`config.mk`:
```
export PLATFORM = sky130hd
export DESIGN_NAME = alu_arbiter
export DESIGN_NICKNAME = d
export VERILOG_FILES = /design/src/rtl/alu_arb_pkg.sv /design/src/rtl/alu_arbiter_rr_pick.sv /design/src/rtl/alu_arbiter.sv
export SDC_FILE = /design/constraint.sdc
export NUM_CORES = 1
export LEC_CHECK = 0
export ABC_CLOCK_PERIOD_IN_PS = 1500
export BUFFER_PORTS_ARGS = -buffer_cell sky130_fd_sc_hd__buf_2
export CAP_MARGIN = 20
export CORE_AREA = 4 4 87 89
export DETAILED_ROUTE_END_ITERATION = 8
export DIE_AREA = 0 0 91 93
export PLACE_DENSITY_LB_ADDON = 0.25
export SLEW_MARGIN = 20
export SYNTH_ARGS = -nofsm -noshare
export SYNTH_HDL_FRONTEND = slang
export SYNTH_SLANG_ARGS = --single-unit
```
`constraint.sdc`:
```
create_clock -name clk -period 1.5 [get_ports clk]
set_input_delay 0.15 -clock clk [delete_from_list [all_inputs] [get_ports clk]]
set_output_delay 0.15 -clock clk [all_outputs]
set_load 0.03 [all_outputs]
```
`src/rtl/alu_arb_pkg.sv`:
```
// -----------------------------------------------------------------------------
// alu_arb_pkg
//   Shared definitions for the ALU arbiter:
//     - state_t          : arbiter FSM state encoding
//     - TIMEOUT_RESULT   : all-ones word returned when the ALU never answers;
//                          users take the low DW bits, so DW is limited to 64
// -----------------------------------------------------------------------------
package alu_arb_pkg;

    typedef enum logic [1:0] {
        S_IDLE    = 2'd0,
        S_ISSUE   = 2'd1,
        S_RELEASE = 2'd2,
        S_RESP    = 2'd3
    } state_t;

    localparam logic [63:0] TIMEOUT_RESULT = '1;

endpackage : alu_arb_pkg

```
`src/rtl/alu_arbiter_rr_pick.sv`:
```
// -----------------------------------------------------------------------------
// rr_pick
//   Combinational round-robin picker. Finds the first set request bit at or
//   above ptr, wrapping around past N-1 back to 0.
//
//   Ports:
//     req     in   N    request levels
//     ptr     in   IW   highest-priority index (0..N-1)
//     onehot  out  N    one-hot winner, all-zero when no request
//     idx     out  IW   binary winner index, 0 when no request
//     any     out  1    at least one request present
// -----------------------------------------------------------------------------
module rr_pick #(
    parameter int N  = 4,
    parameter int IW = $clog2(N)
) (
    input  logic [N-1:0]  req,
    input  logic [IW-1:0] ptr,
    output logic [N-1:0]  onehot,
    output logic [IW-1:0] idx,
    output logic          any
);

    logic [2*N-1:0] req2;
    logic [N-1:0]   rot;
    logic [IW:0]    sum;

    // NOTE: every variable assigned in this block gets a default before any
    // conditional assignment; a path that leaves one unassigned infers a latch.
    always_comb begin
        // Doubling the vector turns the wrap-around search into a plain shift:
        // rot[k] is the request of requester (ptr + k) mod N.
        req2 = {req, req};
        rot  = N'(req2 >> ptr);
        any  = 1'b0;
        sum  = '0;
        // Scan downward so the lowest offset (closest to ptr) is written last.
        for (int k = N - 1; k >= 0; k--) begin
            if (rot[k]) begin
                any = 1'b1;
                sum = {1'b0, ptr} + (IW + 1)'(k);
            end
        end
        if (sum >= (IW + 1)'(N)) begin
            sum = sum - (IW + 1)'(N);
        end
        idx    = sum[IW-1:0];
        onehot = any ? (N'(1) << idx) : '0;
    end

endmodule : rr_pick

```
`src/rtl/alu_arbiter.sv`:
```
// -----------------------------------------------------------------------------
// alu_arbiter
//   Shares one ALU (start/done controller + datapath) among N requesters.
//   A round-robin picker selects an owner, whose opcode and operands are
//   latched at grant; the owner keeps the ALU until its result is returned
//   with a one-cycle acknowledge.
//
//   Sequence: IDLE -> ISSUE (start held until done) -> RELEASE (start low,
//   wait for done to fall) -> RESP (ack pulse, pointer advance) -> IDLE.
//
//   Optional build macro:
//     ALU_ARB_TIMEOUT_EN  adds a TO_CYCLES watchdog on ISSUE; on expiry the
//                         operation is forced to complete with an all-ones
//                         result and the extra `timeout` output pulses with ack.
//
//   Ports:
//     clk         in   1       clock, rising edge
//     reset_a     in   1       asynchronous reset, active low
//     req         in   N       per-requester request level
//     op_in       in   N*OPW   opcodes, requester i at [i*OPW +: OPW]
//     a_in        in   N*DW    operand A, requester i at [i*DW +: DW]
//     b_in        in   N*DW    operand B, requester i at [i*DW +: DW]
//     gnt         out  N       one-hot ALU owner, zero when idle
//     ack         out  N       one-cycle one-hot result-valid pulse
//     result      out  DW      registered result, held after ack
//     alu_start   out  1       level start to the ALU controller
//     alu_op      out  OPW     latched opcode
//     alu_a       out  DW      latched operand A
//     alu_b       out  DW      latched operand B
//     alu_done    in   1       done from the ALU controller
//     alu_result  in   DW      ALU result, valid while alu_done is high
//     busy        out  1       high whenever not IDLE
//     timeout     out  1       (ALU_ARB_TIMEOUT_EN only) pulses with ack on
//                              a watchdog-forced completion
// -----------------------------------------------------------------------------
module alu_arbiter
    import alu_arb_pkg::*;
#(
    parameter int N         = 4,
    parameter int DW        = 8,
    parameter int OPW       = 3,
    parameter int TO_CYCLES = 64
) (
    input  logic             clk,
    input  logic             reset_a,
    input  logic [N-1:0]     req,
    input  logic [N*OPW-1:0] op_in,
    input  logic [N*DW-1:0]  a_in,
    input  logic [N*DW-1:0]  b_in,
    output logic [N-1:0]     gnt,
    output logic [N-1:0]     ack,
    output logic [DW-1:0]    result,
    output logic             alu_start,
    output logic [OPW-1:0]   alu_op,
    output logic [DW-1:0]    alu_a,
    output logic [DW-1:0]    alu_b,
    input  logic             alu_done,
    input  logic [DW-1:0]    alu_result,
    output logic             busy
`ifdef ALU_ARB_TIMEOUT_EN
    ,
    output logic             timeout
`endif
);

    localparam int IW = $clog2(N);

    // Reject configurations the datapath was not built for.
    if (N < 2 || N > 8 || DW < 1 || DW > $bits(TIMEOUT_RESULT) || TO_CYCLES < 1)
    begin : g_param_check
        $error("alu_arbiter: parameter out of range");
    end

    state_t          state;
    logic [IW-1:0]   ptr;
    logic [IW-1:0]   owner_idx;
    logic [IW-1:0]   ptr_next;
    logic [DW-1:0]   res_q;

    logic [N-1:0]    pick_onehot;
    logic [IW-1:0]   pick_idx;
    logic            pick_any;

    logic [OPW-1:0]  sel_op;
    logic [DW-1:0]   sel_a;
    logic [DW-1:0]   sel_b;

`ifdef ALU_ARB_TIMEOUT_EN
    localparam int TW = $clog2(TO_CYCLES + 1);
    logic [TW-1:0]   to_cnt;
    logic            to_flag;
`endif

    rr_pick #(
        .N  (N),
        .IW (IW)
    ) u_rr_pick (
        .req    (req),
        .ptr    (ptr),
        .onehot (pick_onehot),
        .idx    (pick_idx),
        .any    (pick_any)
    );

    // Operand/opcode slice of the current picker winner.
    always_comb begin
        sel_op = '0;
        sel_a  = '0;
        sel_b  = '0;
        for (int i = 0; i < N; i++) begin
            if (pick_onehot[i]) begin
                sel_op = op_in[i*OPW +: OPW];
                sel_a  = a_in[i*DW +: DW];
                sel_b  = b_in[i*DW +: DW];
            end
        end
    end

    // Pointer moves to the requester just after the finishing owner.
    always_comb begin
        ptr_next = (owner_idx == IW'(N - 1)) ? '0 : owner_idx + IW'(1);
    end

    // NOTE: state registers use non-blocking assignments so every register in
    // this block samples pre-edge values, independent of statement order.
    always_ff @(posedge clk or negedge reset_a) begin
        if (!reset_a) begin
            state     <= S_IDLE;
            ptr       <= '0;
            owner_idx <= '0;
            res_q     <= '0;
            gnt       <= '0;
            ack       <= '0;
            result    <= '0;
            alu_start <= 1'b0;
            alu_op    <= '0;
            alu_a     <= '0;
            alu_b     <= '0;
            busy      <= 1'b0;
`ifdef ALU_ARB_TIMEOUT_EN
            to_cnt    <= '0;
            to_flag   <= 1'b0;
            timeout   <= 1'b0;
`endif
        end else begin
            ack <= '0;
`ifdef ALU_ARB_TIMEOUT_EN
            timeout <= 1'b0;
`endif
            case (state)
                S_IDLE: begin
                    if (pick_any) begin
                        gnt       <= pick_onehot;
                        owner_idx <= pick_idx;
                        alu_op    <= sel_op;
                        alu_a     <= sel_a;
                        alu_b     <= sel_b;
                        alu_start <= 1'b1;
                        busy      <= 1'b1;
                        state     <= S_ISSUE;
`ifdef ALU_ARB_TIMEOUT_EN
                        to_cnt    <= '0;
                        to_flag   <= 1'b0;
`endif
                    end
                end

                S_ISSUE: begin
                    // A done already high on entry is accepted here at once.
                    if (alu_done) begin
                        res_q     <= alu_result;
                        alu_start <= 1'b0;
                        state     <= S_RELEASE;
                    end
`ifdef ALU_ARB_TIMEOUT_EN
                    else if (to_cnt == TW'(TO_CYCLES - 1)) begin
                        res_q     <= TIMEOUT_RESULT[DW-1:0];
                        alu_start <= 1'b0;
                        to_flag   <= 1'b1;
                        state     <= S_RELEASE;
                    end else begin
                        to_cnt    <= to_cnt + TW'(1);
                    end
`endif
                end

                S_RELEASE: begin
                    // Wait out a done that lingers after start has dropped so
                    // it cannot be mistaken for the next operation's done.
                    if (!alu_done) begin
                        ack    <= gnt;
                        result <= res_q;
                        state  <= S_RESP;
`ifdef ALU_ARB_TIMEOUT_EN
                        timeout <= to_flag;
`endif
                    end
                end

                S_RESP: begin
                    ptr   <= ptr_next;
                    gnt   <= '0;
                    busy  <= 1'b0;
                    state <= S_IDLE;
                end

                default: begin
                    state <= S_IDLE;
                end
            endcase
        end
    end

endmodule : alu_arbiter

```
# Word level (Yosys, flattened, before mapping)
# Cells that the tools add are included.
# Widths: inputs -> output; s select.
[word_totals] reg_bits=51 input_bits=91 elab_cells=72
[classes] add_sub_neg=5 n_lt_le_gt_ge=1 n_eq_ne=7 shifts=2 mux=35 bitwise=1 n_reduce_logical=9
[op_table] cell="$mux 8" n=8
[op_table] cell="$mux 3" n=8
[op_table] cell="$mux 4" n=4
[op_table] cell="$mux 2" n=5
[op_table] cell="$pmux 2 s4" n=1
[op_table] cell="$pmux 4 s2" n=1
[op_table] cell="$reduce_and 2->1" n=4
[op_table] cell="$shr 8x2->4" n=1
[op_table] cell="$add 2x2->3 const B" n=2
[op_table] cell="$eq 2x2->1 const B" n=3
[op_table] cell="$mux 1" n=6
[op_table] cell="$ne 2x2->1 const B" n=3
[op_table] cell="$reduce_and 3->1" n=2
[op_table] cell="$pmux 1 s2" n=2
[op_table] cell="$reduce_bool 2->1" n=2
[op_table] cell="$shl 1x2->4 const A" n=1
[op_table] cell="$add 2x1->3 const B" n=1
[op_table] cell="$ge 3x3->1 const B" n=1
[op_table] cell="$add 2x1->2 const B" n=1
[op_table] cell="$eq 2x1->1 const B" n=1
[op_table] cell="$logic_not 2->1" n=1
[op_table] cell="$sub 2x1->2 const B" n=1
[op_table] cell="$not 1->1" n=1

# Longest topological paths before layout
# Gate-level depths: netlist (run 1).
[logic_depth] ltp_word=13 ltp_mapped=7

# Modules after synthesis
# A second synthesis (run 1) with hierarchy kept.
[unflattened] hier_cells=274 area_unflattened_um2=2792.7
[by_module_without_submodules] module="alu_arbiter" n_inst=1 cells_each=242 area_each_um2=2613.8 seq_area_each_um2=1276.2
[by_module_without_submodules] module="rr_pick" n_inst=1 cells_each=32 area_each_um2=178.9 seq_area_each_um2=0.0

# Least setup slack after synthesis (run 1)
# OpenSTA, ideal clock, no wires.
[synth_timing] kind="register to register" from="register state[0]" to="register result[1]" setup_time_ns=0.125 t_arrival_ns=1.560 required_ns=1.375 slack_ns=-0.185 path_stages_with_launch=6 path_buffers=1 cell_sequence="dfrtp_1 inv_1 ha_1 nor2b_1 clkbuf_1 mux2_2"
[synth_via] elab_chain_len=2
[synth_lines] item="start: declaration" line="alu_arbiter.sv:74" rtl="state_t state;"
[synth_lines] item="start signal: assignment" line="alu_arbiter.sv:128" rtl="state <= S_IDLE;"
[synth_lines] item="start signal: assignment" line="alu_arbiter.sv:160" rtl="state <= S_ISSUE;"
[synth_lines] item="start signal: assignment" line="alu_arbiter.sv:173" rtl="state <= S_RELEASE;"
[synth_lines] item="$eq 2x2->1" line="alu_arbiter.sv:150" rtl="case (state)"
[synth_lines] item="$reduce_and 2->1 (no line)"
[synth_lines] item="end signal: assignment" line="alu_arbiter.sv:192" rtl="result <= res_q;"
[synth_lines] item="end: declaration" line="alu_arbiter.sv:52" rtl="output logic [DW-1:0] result,"
# No other way between the ends.
# A chain may end at the register's enable or synchronous reset.

# Final worst setup path (run 1)
[layout_timing] from="register ptr[1]" to="register alu_b[4]"
[layout_via] elab_chain_len=13 elab_cells_between_ends=22
[layout_lines] item="start: declaration" line="alu_arbiter.sv:75" rtl="logic [IW-1:0] ptr;"
[layout_lines] item="start signal: assignment" line="alu_arbiter.sv:201" rtl="ptr <= ptr_next;"
[layout_lines] item="$add 2x2->3 or $shr 8x2->4 (tied branches)" line="alu_arbiter_rr_pick.sv:41, alu_arbiter_rr_pick.sv:34"
[layout_lines] item="$mux 3 (4 in a row)" line="alu_arbiter_rr_pick.sv:39" rtl="if (rot[k]) begin"
[layout_lines] item="$ge 3x3->1 or $sub 2x1->2 (tied branches)" line="alu_arbiter_rr_pick.sv:44, alu_arbiter_rr_pick.sv:45"
[layout_lines] item="$mux 2" line="alu_arbiter_rr_pick.sv:44" rtl="if (sum >= (IW + 1)'(N)) begin"
[layout_lines] item="$shl 1x2->4" line="alu_arbiter_rr_pick.sv:48" rtl="onehot = any ? (N'(1) << idx) : '0;"
[layout_lines] item="$mux 4" line="alu_arbiter_rr_pick.sv:48"
[layout_lines] item="$mux 8 (4 in a row)" line="alu_arbiter.sv:111" rtl="if (pick_onehot[i]) begin"
[layout_lines] item="end signal: assignment" line="alu_arbiter.sv:157" rtl="alu_b <= sel_b;"
[layout_lines] item="end: declaration" line="alu_arbiter.sv:56" rtl="output logic [DW-1:0] alu_b,"
# Several ways; a longest one is shown, not always the timed one.

==> results of run 1 <==
## cell usage after synthesis, drive strengths merged, types with 5 or more instances
library cell  count  area [um2]
a21oi            42       210.2
buf              15       103.9
ha                5       62.56
nand2b           15       93.84
nand2            10       37.54
or2b              8       60.06
dfrtp            51        1276
mux2             19       214.0
o21ai             7       35.03
o31ai            19       142.6
a221oi           19       285.3
nor2b             5       38.78
## critical path, stage by stage, from the launching register on
cell,delay (ns)
sky130_fd_sc_hd__dfrtp_2,0.45
sky130_fd_sc_hd__nor2b_1,0.14
sky130_fd_sc_hd__o31a_1,0.32
sky130_fd_sc_hd__buf_12,0.18
sky130_fd_sc_hd__a221oi_2,0.30
sky130_fd_sc_hd__a21oi_1,0.09
## how the worst max path moves through the flow
stage / start / endpoint / slack [ns] / cells after the start
floorplan: state[0] / alu_a[7] / -0.03 / 7
global placement: req[2] / alu_a[4] / -0.09 / 7
detailed placement: ptr[1] / alu_a[5] / -0.14 / 5
CTS: ptr[0] / alu_a[5] / -0.10 / 6
global route: ptr[0] / alu_b[0] / -0.17 / 6
finish: ptr[1] / alu_b[4] / -0.11 / 5
## timing repair
action,CTS,global route
hold buffers,1,0
setup buffers,3,0
pin swaps,0,5
endpoints found under the hold margin,51,0
gates resized for setup,6,15
setup endpoints to repair,23,40
gates cloned,2,1
## cells in the final DEF, fill, tap and decap left out, types with 6 or more instances in the layout
| master | netlist | layout |
|---|---|---|
| sky130_fd_sc_hd__a21oi_1 | 42 | 37 |
| sky130_fd_sc_hd__a221oi_2 | 19 | 15 |
| sky130_fd_sc_hd__buf_12 | 0 | 6 |
| sky130_fd_sc_hd__buf_2 | 8 | 127 |
| sky130_fd_sc_hd__buf_4 | 4 | 34 |
| sky130_fd_sc_hd__dfrtp_1 | 51 | 49 |
| sky130_fd_sc_hd__mux2_2 | 19 | 19 |
| sky130_fd_sc_hd__nand2_1 | 10 | 9 |
| sky130_fd_sc_hd__nand2b_1 | 15 | 15 |
| sky130_fd_sc_hd__o21ai_0 | 7 | 6 |
| sky130_fd_sc_hd__o31ai_1 | 19 | 18 |
| sky130_fd_sc_hd__or2b_1 | 8 | 7 |
## cell families (layout without fill, tap and decap cells)
kind of cell | after synthesis | after routing | synth area share [%]
AOI/OAI and AO/OA | 100 | 100 | 28.04
and+or+nand+nor | 53 | 56 | 11.28
DFF | 51 | 51 | 45.84
buffers and inverters | 21 | 179 | 4.539
muxes | 20 | 20 | 8.045
adders and majority gates | 5 | 5 | 2.247
## metal layers
metal	track usage [%]	vias to the layer above	wire length, um
li1	-	1266	-
met1	24.70	1278	3699
met2	34.58	92	4346
met3	3.540	8	481
met4	3.518	0	53
met5	0	-	0
## registers in the layout, indices dropped and copies added (netlist names)
name       cells
state          2
res_q          8
alu_start      1
ack            4
alu_a          8
ptr            2
gnt            4
alu_op         3
result         8
busy           1
alu_b          8
owner_idx      2
## power breakdown
part	total, mW	leakage, nW	switching [mW]	internal, mW
Sequential	2.42	0.610	0.368	2.05
Clock	0.860	0.0502	0.513	0.347
Combinational	5.34	1.27	2.97	2.36
Total	8.61	1.93	3.86	4.76
## through the flow
step,utilization [%],worst slack [ns]
2_1_floorplan,-,-0.03190
3_3_place_gp,56.04,-0.09041
3_5_place_dp,56.04,-0.1357
4_1_cts,58.44,-0.1026
5_1_grt,59.87,-0.1674
6_report,59.87,-0.1132
## area by class of cell
class                      count  area [um2]
tap                           80       100.1
timing repair buffer         169        1032
fill                         583        2711
clock inverter                 3       28.78
inverter                       2       7.507
sequential                    51        1279
multi-input combinational    181        1529
clock buffer                   5       68.82
==> results.rst, run 1 <==
.. list-table::
   :header-rows: 1

   * - Metric
     - Value
   * - Run status
     - complete, but fails checks
   * - Violations in the final reports
     - setup timing
   * - Horizontal die dimension
     - 91 um
   * - Maxcap violations
     - 0
   * - Number of synthesized flops with an enable pin
     - 0
   * - Tmin final
     - 1.613 ns
   * - Final WS setup
     - -0.1132 ns
   * - Yosys reg bits
     - 51
   * - Worst setup skew after layout
     - 0.005763 ns
   * - Capture instance of the worst register-to-register path
     - alu_b[4]
   * - Antenna violations before repair
     - 0
   * - Number of buffer cells added on primary ports
     - 127
   * - Unrepaired setup endpoints after global routing
     - true
   * - Number of distinct library cells after synthesis
     - 34
   * - Number of iterations in the first detailed-routing pass
     - 5
   * - Final setup violating endpoints
     - 19
   * - CTS tree
     - yes
   * - Max clock buf depth
     - 2
   * - Cell depth of the worst flop-to-flop path
     - 5
   * - Top FF cell, synth
     - sky130_fd_sc_hd__dfrtp_1
   * - CP startpoint kind
     - flip-flop
   * - Critical path endpoint category
     - flip-flop
   * - Fin nets
     - 506
   * - Final Non-Filler Cells
     - 491
   * - Startpoint of the tightest hold check path
     - alu_result[5]
   * - Post-synth net total
     - 346
   * - Site Rows
     - 30
   * - Leak Pwr
     - 1.933 nW
   * - Total number of clock tree sinks
     - 51
   * - Clock slew at the register clock pins of the worst setup and hold paths
     - 0.10 ns
   * - Post-detail-place hpwl
     - about 5900 um
   * - Worst-Skew Late Latency
     - 0.31 ns
   * - Setup slack of the most critical reg-to-reg path
     - -0.11 ns
   * - H-tree depth reported by CTS
     - 2
   * - Area Overhead vs Synth
     - 45.30%
   * - Via density per instance
     - 5.385
   * - Max-slew violations
     - 0
   * - Total standard cell area after synthesis
     - ~0.0028 mm2
   * - Final worst-path cycle share
     - 107.5%
   * - Initial DRC count
     - 116
   * - Final hold violations
     - 0
   * - Post-Syn Instances
     - 250
   * - Placer Congestion
     - 0.8011
   * - Sink of the worst hold path
     - res_q[5]
   * - Initial cell density of the core
     - 41.20%
   * - Wire per inst
     - 17.48 um
   * - DIE HEIGHT
     - just over 90 um
   * - Number of remaining DRC errors
     - 0
   * - Number of global-route vias before repair
     - ~2700
   * - Maximum operating frequency
     - 619.9 MHz
   * - I/O pin total
     - approximately 130
   * - Via count
     - 2644
   * - Post-Synthesis Mean Instance Area
     - 11.14 um2
   * - Fin Hold WS
     - 0.06240 ns
   * - Post-synthesis sequential area ratio
     - 45.84%
   * - Final antenna diode count
     - 0
   * - Total detailed-routing wirelength
     - around 8600 um
   * - Core Footprint
     - 0.006756 mm2
   * - Master cell of the clock root buffer
     - sky130_fd_sc_hd__clkbuf_8
   * - Share of cells above drive strength 1
     - around 58%
   * - Final antenna-violating net count
     - 0
   * - Largest net degree at the start of global routing
     - 52
   * - Overall global routing resource usage
     - between 10% and 20%
   * - Slew at the pin closest to its max-slew limit
     - 0.5309 ns
   * - Maximum ir drop on the vdd rail
     - about 0.001 V
   * - TritonCTS buffer count
     - 5
   * - Depth of the worst hold-timing path
     - 2
   * - Share of synthesized flip-flops with an asynchronous set or reset
     - 100.0%
   * - Number of synthesis warnings
     - 0
   * - Total placed instance area
     - 0.003786 mm2
   * - Maximum fanout count along the critical path
     - 20
   * - Post-route total power
     - 8.614 mW
   * - Crit Path Category
     - flip-flop to flip-flop
   * - First-pass GRT wire length
     - ~13000 um
   * - DIE AREA
     - around 0.0085 mm2
   * - Worst relative slew slack
     - 64.31%
   * - Total congestion overflow after global routing
     - 0
   * - Data arrival time of the worst path
     - 1.81 ns
   * - Total power divided by cell area
     - 2129 mW/mm2
   * - Required arrival time at the worst endpoint
     - 1.70 ns
   * - Final standard cell area without fillers
     - 0.004045 mm2
   * - Launch point of the worst reg-to-reg path
     - ptr[1]
   * - Final setup TNS
     - -1.518 ns
   * - Min-Delay Path Class
     - input port to flip-flop
   * - Cell Count Post-Placement
     - between 400 and 500
Power figures use the tool's default switching activity.
==> inputs of run 2 (changes only) <==
--- a/config.mk
+++ b/config.mk
@@ -15,4 +15,5 @@
 export SLEW_MARGIN = 20
 export SYNTH_ARGS = -nofsm -noshare
 export SYNTH_HDL_FRONTEND = slang
+export SYNTH_HIERARCHICAL = 1
 export SYNTH_SLANG_ARGS = --single-unit
==> run 2 against run 1 <==
The run still ends with setup timing left; largest power group unchanged; register-to-register slack got worse by 0.25 ns; hold slack improved by 0.0065 ns; core utilization increased by 3.4 points; critical path depth increased by 3.
==> results.rst, run 2 <==
.. list-table::
   :header-rows: 1

   * - Metric
     - Value
   * - Top cell family by delay on the critical path
     - compound AO/OA/AOI/OAI gates
   * - Required arrival time at the worst endpoint
     - 1.71 ns (about the same)
   * - Worst-Skew Late Latency
     - 0.31 ns (about the same)
   * - Via count
     - 2772 (+4.8%)
   * - Initial cell density of the core
     - 41.33% (+0.13 points)
   * - Post-detail-place hpwl
     - 5937 um (-0.17%)
   * - Final setup violating endpoints
     - 20 (+1)
   * - Most congested layer reported by global routing
     - met2
   * - Global Route met2 Usage
     - 31.33% (-3.2 points)
   * - Number of synthesis warnings
     - 6 (+6)
   * - Worst relative slew slack
     - 77.92% (+14 points)
   * - Run status
     - complete, but fails checks
   * - Total congestion overflow after global routing
     - 0 (unchanged)
   * - Maxcap violations
     - 0 (unchanged)
   * - Tmin final
     - 1.863 ns (+0.2495 ns)
   * - Most numerous cell types in the synthesized netlist
     - 51 x sky130_fd_sc_hd__dfrtp_1, 27 x sky130_fd_sc_hd__a21oi_1, 25 x sky130_fd_sc_hd__nor2b_1
   * - Maximum fanout count along the critical path
     - 5 (-75%)
   * - Site Rows
     - 30 (unchanged)
   * - Slew at the pin closest to its max-slew limit
     - 0.3287 ns (-0.2022 ns)
   * - Number of buffers and inverters on the critical path
     - 2 (+1)
   * - Global routing usage on met1
     - 23.51% (-1.2 points)
   * - Initial DRC count
     - 92 (-21%)
   * - Wire per inst
     - 16.72 um (-4.4%)
   * - Worst setup skew after layout
     - 0.007668 ns (+0.001905 ns)
   * - Leak Pwr
     - 2.008 nW (+3.9%)
   * - Met3 usage in global routing
     - 4.264% (+0.72 points)
   * - Master cell of the clock root buffer
     - sky130_fd_sc_hd__clkbuf_8
   * - Total detailed-routing wirelength
     - 8676 um (+1.1%)
   * - Final antenna diode count
     - 0 (unchanged)
   * - Leading area contributor after synthesis
     - sky130_fd_sc_hd__dfrtp_1
   * - Switching power
     - 3.929 mW (+1.9%)
   * - Horizontal die dimension
     - 91 um (unchanged)
   * - Share of the synthesized area in the top cell type
     - 45.70% (-0.14 points)
   * - Sw Ratio
     - 45.16% (+0.40 points)
   * - Most common cell after layout, fill and taps aside
     - sky130_fd_sc_hd__buf_2
   * - Number of buffer cells added on primary ports
     - 127 (unchanged)
   * - Clock network fraction of design power
     - 9.5% (-0.5 points)
   * - Area Overhead vs Synth
     - 53.00%
   * - Number of global-route vias before repair
     - 2736 (+1.4%)
   * - Slowest cell delay on critical path
     - 0.41 ns (-0.04 ns)
   * - Most frequent cells in the layout
     - 127 x sky130_fd_sc_hd__buf_2, 50 x sky130_fd_sc_hd__dfrtp_1, 29 x sky130_fd_sc_hd__buf_4, 22 x sky130_fd_sc_hd__nor2b_1, 21 x sky130_fd_sc_hd__nor2_1
   * - Total power divided by cell area
     - 2036 mW/mm2 (-4.4%)
   * - Overall global routing resource usage
     - 18.46% (-0.89 points)
   * - Final hold violations
     - 0 (unchanged)
   * - Critical path endpoint category
     - flip-flop
   * - Data arrival time of the worst path
     - 2.08 ns (+0.27 ns)
   * - Clock slew at the register clock pins of the worst setup and hold paths
     - 0.10 ns (about the same)
   * - Total number of clock tree sinks
     - 51 (unchanged)
   * - Top FF cell, synth
     - sky130_fd_sc_hd__dfrtp_1
   * - DIE AREA
     - 0.008463 mm2 (unchanged)
   * - Fin nets
     - 535 (+5.7%)
   * - Via density per instance
     - 5.341 (-0.82%)
   * - First-pass GRT wire length
     - 12790 um (-3.4%)
   * - Share of synthesized flip-flops with an asynchronous set or reset
     - 100.0% (unchanged)
   * - Worst path slowest cell
     - sky130_fd_sc_hd__dfrtp_1
   * - Max-slew violations
     - 0 (unchanged)
   * - Biggest area contributors in the synthesized netlist
     - sky130_fd_sc_hd__dfrtp_1 46%, sky130_fd_sc_hd__mux2_2 7.7%, sky130_fd_sc_hd__nor2b_1 5.6%
   * - Maximum operating frequency
     - 536.9 MHz (-13%)
   * - Final setup TNS
     - -6.707 ns (-5.189 ns)
   * - Dominant cell by count in the synthesized netlist
     - sky130_fd_sc_hd__dfrtp_1
   * - Min-Delay Path Class
     - input port to flip-flop
   * - Largest net degree at the start of global routing
     - 52 (unchanged)
   * - Total standard cell area after synthesis
     - 0.002793 mm2 (+0.31%)
   * - Final worst-path cycle share
     - 124.2% (+17 points)
   * - Internal power component
     - 4.771 mW (+0.27%)
   * - Placer Congestion
     - 0.8911 (+11%)
   * - Violations in the final reports
     - setup timing
   * - TritonCTS buffer count
     - 5 (unchanged)
   * - Antenna violations before repair
     - 0 (unchanged)
   * - Number of remaining DRC errors
     - 0 (unchanged)
   * - DIE HEIGHT
     - 93 um (unchanged)
   * - Core Footprint
     - 0.006756 mm2 (unchanged)
   * - Post-Synthesis Mean Instance Area
     - 10.19 um2 (-8.5%)
   * - Final antenna-violating net count
     - 0 (unchanged)
   * - Number of synthesized flops with an enable pin
     - 0 (unchanged)
   * - Final WS setup
     - -0.3627 ns (-0.2495 ns)
   * - H-tree depth reported by CTS
     - 2 (unchanged)
   * - Flop pwr share
     - 28.1% (about the same)
   * - Worst path cell trace
     - nand2b_4 > a221oi_4 > nor2b_4 > nor3b_4 > buf_6 > buf_12 > a21oi_1 > a221oi_2
   * - I/O pin total
     - 128 (unchanged)
   * - Yosys reg bits
     - 51 (unchanged)
   * - Number of distinct library cells after synthesis
     - 34 (unchanged)
   * - Unrepaired setup endpoints after global routing
     - true
   * - Share of cells above drive strength 1
     - 59.45% (+1.5 points)
   * - CTS tree
     - yes
   * - Combinational share of power
     - 62.4% (+0.4 points)
   * - Post-synthesis sequential area ratio
     - 45.70% (-0.14 points)
   * - Post-Syn Instances
     - 274 (+9.6%)
   * - Crit Path Category
     - flip-flop to flip-flop
   * - Number of iterations in the first detailed-routing pass
     - 5 (unchanged)
   * - Maximum ir drop on the vdd rail
     - 0.001254 V (+28%)
   * - Max clock buf depth
     - 2 (unchanged)
   * - CP startpoint kind
     - flip-flop
   * - Post-synth net total
     - 371 (+7.2%)
   * - Post-route total power
     - 8.700 mW (+1.0%)
==> run 2: cell types whose count changed in the layout (fill, tap and decap cells not counted), sizes merged, moves of 5 or more <==
cell	before	now
inv	3	11
nor2b	6	25
a22oi	0	17
nand2b	15	5
nand2	10	18
nor2	3	24
or2b	10	0
o31ai	19	0
a31oi	1	6
a21oi	42	28
==> run 2: metal layers <==
metal	part of all wire (%)	routed length, um
met2	51	4411
met3	6.4	558
met5	0	0
met1	41	3589
met4	1.3	116
==> run 2: cell type report <==
type | instances | area, um2
Clock buffer | 5 | 68.82
Clock inverter | 3 | 25.02
Fill cell | 562 | 2484
Inverter | 9 | 33.78
Multi-Input combinational cell | 197 | 1638
Sequential cell | 51 | 1277
Tap cell | 80 | 100.1
Timing Repair Buffer | 174 | 1130
==> run 2: repair_timing <==
item / 4_1_cts / 5_1_grt
pin swaps: 0 / 15
hold buffers: 1 / 0
setup buffers: 1 / 3
cloned: 0 / 4
endpoints found under the setup margin: 20 / 44
hold endpoints to repair: 51 / 0
resized for setup: 9 / 59
==> run 2: cells by family after synthesis <==
kind of cell / after synthesis / share of synthesized area [%]
fa+ha+maj: 6 / 2.688
simple gates: 87 / 16.40
buf+inv: 26 / 4.928
flops: 51 / 45.70
mux: 19 / 7.661
compound gates: 85 / 22.63
==> run 2: worst paths after layout <==
check | slack, ns | cells past startpoint | from | endpoint
worst max-delay path | -0.36 | 8 | ptr[0] | alu_b[4]
worst min-delay path | 0.07 | 2 | alu_result[1] | res_q[1]
worst max register to register | -0.36 | 8 | ptr[0] | alu_b[4]
worst min register to register | 0.50 | 2 | owner_idx[1] | owner_idx[1]
max in group asynchronous | 0.89 | 3 | reset_a | ptr[1]
min in group asynchronous | 0.35 | 3 | reset_a | alu_b[1]
==> run 2: power by group through the flow <==
stage | clock network, mW | logic [mW] | registers [mW]
2_1_floorplan | 0 | 2.25 | 3.30
3_3_place_gp | 0 | 4.58 | 2.41
3_5_place_dp | 0 | 4.67 | 2.43
4_1_cts | 0.876 | 4.74 | 2.43
5_1_grt | 0.918 | 5.85 | 2.54
6_report | 0.828 | 5.43 | 2.44
==> run 2: per-stage QoR <==
stage	worst slack [ns]	utilization (%)	instances	cell area (um2)	hold WS [ns]
2_1_floorplan	-0.3339	-	274	2829	-0.1456
3_3_place_gp	-0.2362	56.26	502	3801	0.1616
6_report	-0.3627	63.24	519	4273	0.06885
3_5_place_dp	-0.3415	56.26	502	3801	0.1645
4_1_cts	-0.3544	58.24	512	3935	0.05354
5_1_grt	-0.4491	63.24	519	4273	0.05639
